$ cat src/rtl/ads127l1x_frame_sequencer.sv
// Snapshots one TDM frame of ADS127L1x packets and splits each packet into fields.
// It checks the CRC-8 and streams one tagged word per channel through a fall-through FIFO.
module ads127l1x_frame_sequencer #(
    parameter int CHANNEL_COUNT = 8,
    parameter int STATUS_EN     = 1,
    parameter int DATA_BITS     = 24,
    parameter int CRC_EN        = 1,
    parameter int FIFO_DEPTH    = 16,
    localparam int BITS_PER_PACKET = 8*STATUS_EN + DATA_BITS + 8*CRC_EN
) (
    input  logic                       ADC_DCLK,
    input  logic                       RESET_N,
    input  logic                       data_ready,
    input  logic [BITS_PER_PACKET-1:0] ch0_packet,
    input  logic [BITS_PER_PACKET-1:0] ch1_packet,
    input  logic [BITS_PER_PACKET-1:0] ch2_packet,
    input  logic [BITS_PER_PACKET-1:0] ch3_packet,
    input  logic [BITS_PER_PACKET-1:0] ch4_packet,
    input  logic [BITS_PER_PACKET-1:0] ch5_packet,
    input  logic [BITS_PER_PACKET-1:0] ch6_packet,
    input  logic [BITS_PER_PACKET-1:0] ch7_packet,
    input  logic                       clear_flags,
    output logic                       out_valid,
    input  logic                       out_ready,
    output logic [2:0]                 out_channel,
    output logic [7:0]                 out_status,
    output logic [31:0]                out_data,
    output logic                       out_crc_err,
    output logic                       fifo_overflow,
    output logic                       frame_overrun,
    output logic [15:0]                dropped_count
);

    localparam int MSG_BITS = 8*STATUS_EN + DATA_BITS;
    localparam int AW       = $clog2(FIFO_DEPTH);
    localparam logic [0:0] ST_IDLE = 1'b0;
    localparam logic [0:0] ST_SEND = 1'b1;
    localparam logic [2:0]  LAST_IDX   = 3'(CHANNEL_COUNT - 1);
    localparam logic [AW:0] FULL_COUNT = (AW+1)'(FIFO_DEPTH);

    logic [BITS_PER_PACKET-1:0] w_ch [0:7];
    logic [BITS_PER_PACKET-1:0] r_snap [0:7];
    logic [43:0]                r_mem [0:FIFO_DEPTH-1];

    logic           r_dr_q;
    logic [0:0]     r_state;
    logic [2:0]     r_idx;
    logic [AW-1:0]  r_wr_ptr;
    logic [AW-1:0]  r_rd_ptr;
    logic [AW:0]    r_count;
    logic           r_fifo_overflow;
    logic           r_frame_overrun;
    logic [15:0]    r_dropped_count;

    logic                       w_frame_start;
    logic                       w_snap_load;
    logic                       w_overrun_evt;
    logic [BITS_PER_PACKET-1:0] w_pkt;
    logic [7:0]                 w_status;
    logic [DATA_BITS-1:0]       w_data_raw;
    logic [MSG_BITS-1:0]        w_msg;
    logic                       w_crc_err;
    logic [31:0]                w_data_ext;
    logic [43:0]                w_word;
    logic [43:0]                w_head;
    logic                       w_push;
    logic                       w_pop;
    logic                       w_full;
    logic                       w_wr_en;
    logic                       w_drop;

    assign w_ch[0] = ch0_packet;
    assign w_ch[1] = ch1_packet;
    assign w_ch[2] = ch2_packet;
    assign w_ch[3] = ch3_packet;
    assign w_ch[4] = ch4_packet;
    assign w_ch[5] = ch5_packet;
    assign w_ch[6] = ch6_packet;
    assign w_ch[7] = ch7_packet;

    function automatic logic [7:0] crc8_calc(input logic [MSG_BITS-1:0] msg);
        logic [7:0] crc;
        logic       fb;
        crc = 8'hFF;
        for (int i = MSG_BITS - 1; i >= 0; i--) begin
            fb  = crc[7] ^ msg[i];
            crc = {crc[6:0], 1'b0} ^ (fb ? 8'h07 : 8'h00);
        end
        return crc;
    endfunction

    // dr_q resets high so a data_ready already high out of reset is not taken as a frame.
    assign w_frame_start = data_ready & ~r_dr_q;
    assign w_snap_load   = w_frame_start & (r_state == ST_IDLE);
    assign w_overrun_evt = w_frame_start & (r_state == ST_SEND);

    always_ff @(posedge ADC_DCLK or negedge RESET_N) begin
        if (!RESET_N) begin
            r_dr_q  <= 1'b1;
            r_state <= ST_IDLE;
            r_idx   <= 3'd0;
        end else begin
            r_dr_q <= data_ready;
            case (r_state)
                ST_IDLE: begin
                    if (w_frame_start) begin
                        r_state <= ST_SEND;
                        r_idx   <= 3'd0;
                    end
                end
                default: begin
                    if (r_idx == LAST_IDX) begin
                        r_state <= ST_IDLE;
                        r_idx   <= 3'd0;
                    end else begin
                        r_idx <= r_idx + 3'd1;
                    end
                end
            endcase
        end
    end

    always_ff @(posedge ADC_DCLK) begin
        if (w_snap_load) begin
            for (int i = 0; i < CHANNEL_COUNT; i++) begin
                r_snap[i] <= w_ch[i];
            end
        end
    end

    assign w_pkt      = r_snap[r_idx];
    assign w_data_raw = w_pkt[8*CRC_EN +: DATA_BITS];

    generate
        if (STATUS_EN != 0) begin : g_status
            assign w_status = w_pkt[BITS_PER_PACKET-1 -: 8];
        end else begin : g_no_status
            assign w_status = 8'h00;
        end
    endgenerate

    // With no status byte the truncation keeps only the data bits.
    assign w_msg = MSG_BITS'({w_status, w_data_raw});

    generate
        if (CRC_EN != 0) begin : g_crc
            assign w_crc_err = (crc8_calc(w_msg) != w_pkt[7:0]);
        end else begin : g_no_crc
            assign w_crc_err = 1'b0;
        end
    endgenerate

    assign w_data_ext = {{(32-DATA_BITS){w_data_raw[DATA_BITS-1]}}, w_data_raw};
    assign w_word     = {r_idx, w_crc_err, w_status, w_data_ext};

    assign out_valid = (r_count != '0);
    assign w_push    = (r_state == ST_SEND);
    assign w_pop     = out_valid & out_ready;
    assign w_full    = (r_count == FULL_COUNT);
    assign w_wr_en   = w_push & (~w_full | w_pop);
    assign w_drop    = w_push & w_full & ~w_pop;

    always_ff @(posedge ADC_DCLK) begin
        if (w_wr_en) begin
            r_mem[r_wr_ptr] <= w_word;
        end
    end

    always_ff @(posedge ADC_DCLK or negedge RESET_N) begin
        if (!RESET_N) begin
            r_wr_ptr <= '0;
            r_rd_ptr <= '0;
            r_count  <= '0;
        end else begin
            if (w_wr_en) begin
                r_wr_ptr <= r_wr_ptr + 1'b1;
            end
            if (w_pop) begin
                r_rd_ptr <= r_rd_ptr + 1'b1;
            end
            case ({w_wr_en, w_pop})
                2'b10:   r_count <= r_count + 1'b1;
                2'b01:   r_count <= r_count - 1'b1;
                default: r_count <= r_count;
            endcase
        end
    end

    // Head fields read as zero while empty so stale RAM contents never leak out.
    assign w_head      = out_valid ? r_mem[r_rd_ptr] : 44'd0;
    assign out_channel = w_head[43:41];
    assign out_crc_err = w_head[40];
    assign out_status  = w_head[39:32];
    assign out_data    = w_head[31:0];

    always_ff @(posedge ADC_DCLK or negedge RESET_N) begin
        if (!RESET_N) begin
            r_fifo_overflow <= 1'b0;
            r_frame_overrun <= 1'b0;
            r_dropped_count <= 16'd0;
        end else begin
            if (w_drop) begin
                r_fifo_overflow <= 1'b1;
                if (clear_flags) begin
                    r_dropped_count <= 16'd1;
                end else if (r_dropped_count != 16'hFFFF) begin
                    r_dropped_count <= r_dropped_count + 16'd1;
                end
            end else if (clear_flags) begin
                r_fifo_overflow <= 1'b0;
                r_dropped_count <= 16'd0;
            end
            if (w_overrun_evt) begin
                r_frame_overrun <= 1'b1;
            end else if (clear_flags) begin
                r_frame_overrun <= 1'b0;
            end
        end
    end

    assign fifo_overflow = r_fifo_overflow;
    assign frame_overrun = r_frame_overrun;
    assign dropped_count = r_dropped_count;

endmodule

$ cat config.mk
export PLATFORM = sky130hd
export DESIGN_NAME = ads127l1x_frame_sequencer
export DESIGN_NICKNAME = d
export VERILOG_FILES = /design/src/rtl/ads127l1x_frame_sequencer.sv
export SDC_FILE = /design/constraint.sdc
export NUM_CORES = 1
export LEC_CHECK = 0
export ABC_CLOCK_PERIOD_IN_PS = 29400
export BUFFER_PORTS_ARGS = -buffer_cell sky130_fd_sc_hd__buf_2
export CORE_UTILIZATION = 45
export CTS_BUF_LIST = sky130_fd_sc_hd__clkbuf_4 sky130_fd_sc_hd__clkbuf_8 sky130_fd_sc_hd__clkbuf_16
export DETAILED_ROUTE_END_ITERATION = 12
export SYNTH_ARGS = -nofsm -noshare
export SYNTH_HDL_FRONTEND = slang
export SYNTH_SLANG_ARGS = --single-unit
$ cat constraint.sdc
create_clock -name ADC_DCLK -period 29.4 [get_ports ADC_DCLK]
set_input_delay 0 -clock ADC_DCLK [delete_from_list [all_inputs] [get_ports ADC_DCLK]]
set_output_delay 0 -clock ADC_DCLK [all_outputs]
set_load 0.05 [all_outputs]
## Word-level counts from Yosys, hierarchy flattened

Memories as Yosys holds them, arrays and structs flattened.
Cells that the tools add are included.

- $add $sub $neg: 6
- Eq/ne operators: 6
- Multiplexer cells: 51
- Bitwise logic cells: 75
- Reduce and logical (&&, ||, !) cells: 7

Operators with widths:

| cell | count |
|---|---|
| $xor A8 B3 Y8 | 31 |
| $mux W3 | 35 |
| $mux W16 | 4 |
| $mux W44 | 1 |
| $xor A1 B1 Y1 | 31 |
| $add A16 B1 Y16 const B | 1 |
| $ne A16 B16 Y1 const B | 1 |
| $mux W1 | 10 |
| $pmux W5 S2 | 1 |
| $reduce_bool A2 Y1 | 5 |
| $add A4 B1 Y4 const B | 2 |
| $ne A8 B8 Y1 | 1 |
| $and A1 B1 Y1 | 7 |
| $not A2 Y7 | 1 |
| $add A5 B1 Y5 const B | 1 |
| $eq A5 B5 Y1 const B | 1 |
| $reduce_bool A5 Y1 | 1 |
| $sub A5 B1 Y5 const B | 1 |
| $not A1 Y1 | 4 |
| $add A3 B1 Y3 const B | 1 |
| $eq A3 B3 Y1 const B | 1 |
| $eq A2 B1 Y1 const B | 1 |
| $eq A2 B2 Y1 const B | 1 |
| $reduce_and A2 Y1 | 1 |
| $or A1 B1 Y1 | 1 |

- Register bits after elaboration: 36
- RAM bits: 1,024
- Input port bits: 325
- Word-level logic and storage cells: 156
- Memories: 2

Memories:

| memory | depth | bits a word | rd ports | clocked after Yosys merged registers in | write ports | line | source |
|---|---|---|---|---|---|---|---|
| r_mem | 16 | 44 | 1 | 0 | 1 | 43 | `logic [43:0] r_mem [0:FIFO_DEPTH-1];` |
| r_snap | 8 | 40 | 1 | 0 | 8 | 42 | `logic [BITS_PER_PACKET-1:0] r_snap [0:7];` |

## Longest topological paths before layout

An unclocked memory read counts as a cell.

- Word-level depth: 97
- Gate-level depth with buffers: 14
- Gate-level depth less buffers: 12

## Least setup slack after synthesis

OpenSTA, ideal clock, no wires.

- Path kind: flip-flop to flip-flop
- Start point: reg r_state
- End point: mem r_snap[0][0] (netlist bit), enable pin
- Arrival time: 13.804 ns
- Required time: 28.391 ns
- Slack: 14.587 ns
- Stages on the path, launching flop included: 3
- Path buffers: 1
- Cell sequence: dfrtp_1 > clkbuf_1 > nor2_1

RTL lines:

| element | line | source |
|---|---|---|
| from (decl) | 46 | `logic [0:0] r_state;` |
| from (signal assigned) | 100 | `r_state <= ST_IDLE;` |
| from (signal assigned) | 107 | `r_state <= ST_SEND;` |
| from (signal assigned) | 113 | `r_state <= ST_IDLE;` |
| to (decl) | 42 |  |

## Final worst setup path

- Start point: reg r_idx[1]
- End point: mem r_mem[0][40] (data pin)

RTL lines:

| element | line | source |
|---|---|---|
| from (decl) | 47 | `logic [2:0] r_idx;` |
| from (signal assigned) | 116 | `r_idx <= r_idx + 3'd1;` |
| $mem_v2 Z8 W40 (*) | n/a |  |
| named net w_pkt[25] | 58 | `logic [BITS_PER_PACKET-1:0] w_pkt;` |
| $xor A1 B1 Y1 (*) | 86 | `fb = crc[7] ^ msg[i];` |
| $mux W3 (*) | 87 | `crc = {crc[6:0], 1'b0} ^ (fb ? 8'h07 : 8'h00);` |
| $xor A8 B3 Y8 (*) (8 in a row) | 87 |  |
| $xor A1 B1 Y1, or another cell as far along | 86 |  |
| $mux W3 or $xor A8 B3 Y8 (tied branches) | 87 |  |
| $xor A8 B3 Y8 (*) (8 in a row) | 87 |  |
| $xor A1 B1 Y1, or another cell as far along | 86 |  |
| $mux W3 or $xor A8 B3 Y8 (tied branches) | 87 |  |
| $xor A8 B3 Y8 (*) (2 in a row) | 87 |  |
| $ne A8 B8 Y1 (*) | 147 | `assign w_crc_err = (crc8_calc(w_msg) != w_pkt[7:0]);` |
| named net w_crc_err | 62 | `logic w_crc_err;` |
| to (decl) | 43 |  |

Mark *: on every way through the listed nets, which the timed path passes. The rest lies on a longest branch.

==> impl_metrics.json <==
{
  "p_leak_nw": 16.2,
  "drive_above_1_share_pct": 35.6,
  "cp-end-kind": "flop",
  "vias": 19000,
  "timing.fmax_ghz": 0.180,
  "grt_pass1_wl_mm": 132,
  "postPlaceCellArea_sq_um": 40100,
  "synthToLayoutAreaGrowth_pct": 26.5,
  "h-tree-depth": 3,
  "dpl.hpwl_mm": 51.0,
  "netlist_area_sq_um": 36900,
  "start_util_pct": 45.7,
  "ant_nets": 0,
  "async_reset_ff_share_pct": 3.86,
  "rows": 104,
  "synthTopCellsByCount": "edfxtp_1, mux4_2, xnor2_1",
  "ios": 388,
  "worstPathArrival_ns": 5.73,
  "dieArea_sq_um": 83100,
  "gp_congestion": 0.819,
  "cts_buffer_depth": 3,
  "violations": "DRC",
  "crit_top_cell": "xnor3_1",
  "crit_buf_inv": 2,
  "startpoint_type": "flop",
  "ys_seq_elements": 932,
  "synth_area_leader_cell": "edfxtp_1",
  "setup_violations": 0,
  "critPathTopFamily": "XOR/XNOR gates",
  "path_cells": "buf_4 -> mux4_2 -> mux2i_1 -> inv_1 -> xnor3_1 -> xnor3_1 -> xnor3_1 -> or2_1 -> o221ai_1 -> nand4_1",
  "synth_area_leaders": "edfxtp_1, mux4_2, dfrtp_1",
  "synth_area_per_cell_sq_um": 22.8,
  "die_h_um": 288,
  "antenna_found_initial": 5,
  "cts.clk_slew.worst_paths_ns": 0.06,
  "min_period_over_period_pct": 18.9,
  "gr-total-overflow": 0,
  "hold_viol": 0,
  "synthDistinctLibCells": 48,
  "final_net_count": 2710,
  "cts_sinks": 932,
  "wl_per_cell_um": 25.8,
  "synth-seq-area-share_pct": 75.4,
  "relSlewSlack_pct": 25.7,
  "worst_pin_slew_ns": 1.11,
  "post_cts_buffers": 0,
  "max_stage_delay_ns": 0.81,
  "synth_ff_type": "edfxtp_1",
  "synth_edf_count": 896,
  "cts_buffers": 94,
  "ys_warn_count": 0,
  "syn-num-nets": 1954,
  "cp.required_ns": 29.58,
  "fin_area_sq_um": 46700,
  "maxSlewViolCount": 0,
  "die_w_um": 288,
  "crit_type": "reg2reg",
  "rsz0062_at_grt": "false",
  "min_period_ns": 5.55,
  "max-cap-violations": 0,
  "first_pass_iters": 9,
  "drcViolationCount": 18,
  "yosys.area.top_type_share_pct": 72.9,
  "drtIter0Drc": 1430,
  "min_path_type": "in2reg",
  "grt_max_degree": 118,
  "vias_per_cell": 5.41,
  "coreArea_sq_um": 80800,
  "synth.most_common_cell": "edfxtp_1",
  "wirelength_mm": 90.4,
  "outcome": "finished with violations",
  "cp_slowest_cell": "buf_4",
  "io_buffers": 387,
  "clk_latency_ns": 0.64,
  "first_global_vias": 20400,
  "power_mw": 6.18,
  "cts_tree": "yes",
  "cts-root-buf": "clkbuf_16",
  "nFillCells": 5778,
  "postSynthCellCount": 1616,
  "peakVddDrop_uv": 246,
  "finClkSkew_ns": 0.0316,
  "worstPathMaxFanout": 62,
  "power.density_nw_per_um2": 132,
  "grt_use_total_pct": 22.1,
  "tns_ns": 0
}
-- final timing paths --
path / slack (ns) / from / cells after the start / endpoint
max: 23.85 / r_idx[1] / 10 / r_mem[0][40]
min: 0.03 / data_ready / 2 / r_dr_q
max reg2reg: 23.85 / r_idx[1] / 10 / r_mem[0][40]
min reg2reg: 0.51 / frame_overrun / 1 / frame_overrun
max in group asynchronous: 28.71 / RESET_N / 2 / r_idx[2]
min in group asynchronous: 0.04 / RESET_N / 2 / dropped_count[15]
-- report_power, final --
| part | total, mW | internal (mW) | switching [mW] |
|---|---|---|---|
| clock network | 1.27 | 0.768 | 0.497 |
| logic | 2.94 | 1.36 | 1.58 |
| registers | 1.98 | 1.87 | 0.106 |
-- final cells by class --
cell class                      instances  area [sq um]  share of cell area, %
Tap cell                             1060          1330                   2.84
Inverter                               34           128                  0.273
Clock buffer                          112          2550                   5.47
Antenna cell                            4          10.0                 0.0214
Timing Repair Buffer                  741          5420                   11.6
Clock inverter                         59           749                   1.61
Multi-Input combinational cell        569          8670                   18.6
Sequential cell                       932         27800                   59.6
-- sequential cells by signal, summed over array words and instances, names as in the netlist --
| signal | flops |
|---|---|
| r_rd_ptr | 4 |
| dropped_count | 16 |
| fifo_overflow | 1 |
| r_idx | 3 |
| r_state | 1 |
| r_mem | 576 |
| r_snap | 320 |
| r_dr_q | 1 |
| frame_overrun | 1 |
| r_wr_ptr | 4 |
| r_count | 5 |
-- layout by cell type (no fill, tap or decap), types with 4 or more instances in the layout --
cell	count
ha_1	12
diode_2	4
xor2_1	21
nand3_1	5
bufinv_16	17
mux2i_1	34
inv_1	34
dfrtp_1	28
o21ai_0	15
nor2_1	14
a21oi_1	7
buf_4	29
nor2_4	13
clkinv_2	12
or3_1	4
mux2i_4	4
nand2b_1	7
clkinv_1	21
nand2_1	27
dfrtp_4	5
xnor3_1	22
buf_2	387
edfxtp_1	896
clkbuf_4	13
nor3_2	4
mux4_2	257
nand4_1	6
clkinvlp_4	6
and2_1	37
mux2_2	11
xnor2_1	40
clkbuf_16	97
dlygate4sd3_1	324
-- metrics by stage --
step	util (%)	std cells	hold slack, ns	setup WS, ns
floorplan	-	1616	-0.296	14.59
global placement	49.7	3012	0.134	23.98
detailed placement	49.7	3012	0.137	23.78
CTS	57.8	3507	0.00861	23.79
global route	57.8	3510	0.0173	23.44
finish	57.8	3511	0.0264	23.85
-- kinds of logic (layout without fill, tap and decap cells) --
logic type / count (synthesis) / after routing / share of synthesized area [%]
other cells: 0 / 4 / 0
compound gates: 30 / 30 / 0.468
simple gates: 128 / 128 / 1.78
mux: 309 / 309 / 17.3
buf+inv: 115 / 946 / 1.45
xor+xnor: 89 / 89 / 3.12
fa+ha+maj: 13 / 13 / 0.461
flops: 932 / 932 / 75.4
-- what timing repair did --
item / in CTS / in global routing
gates resized for setup: 0 / 0
endpoints found under the hold margin: 385 / 0
hold buffers: 324 / 0
-- metal layers --
metal  vias up  GRT usage, %  part of all wire (%)
met5         -             0                     0
met4         0          6.90                   2.5
met3       147          3.21                   5.7
met2       669          37.5                    51
met1      9979          29.7                    40
li1       8210             -                     -
No activity file was read; power rests on OpenSTA's default activity.
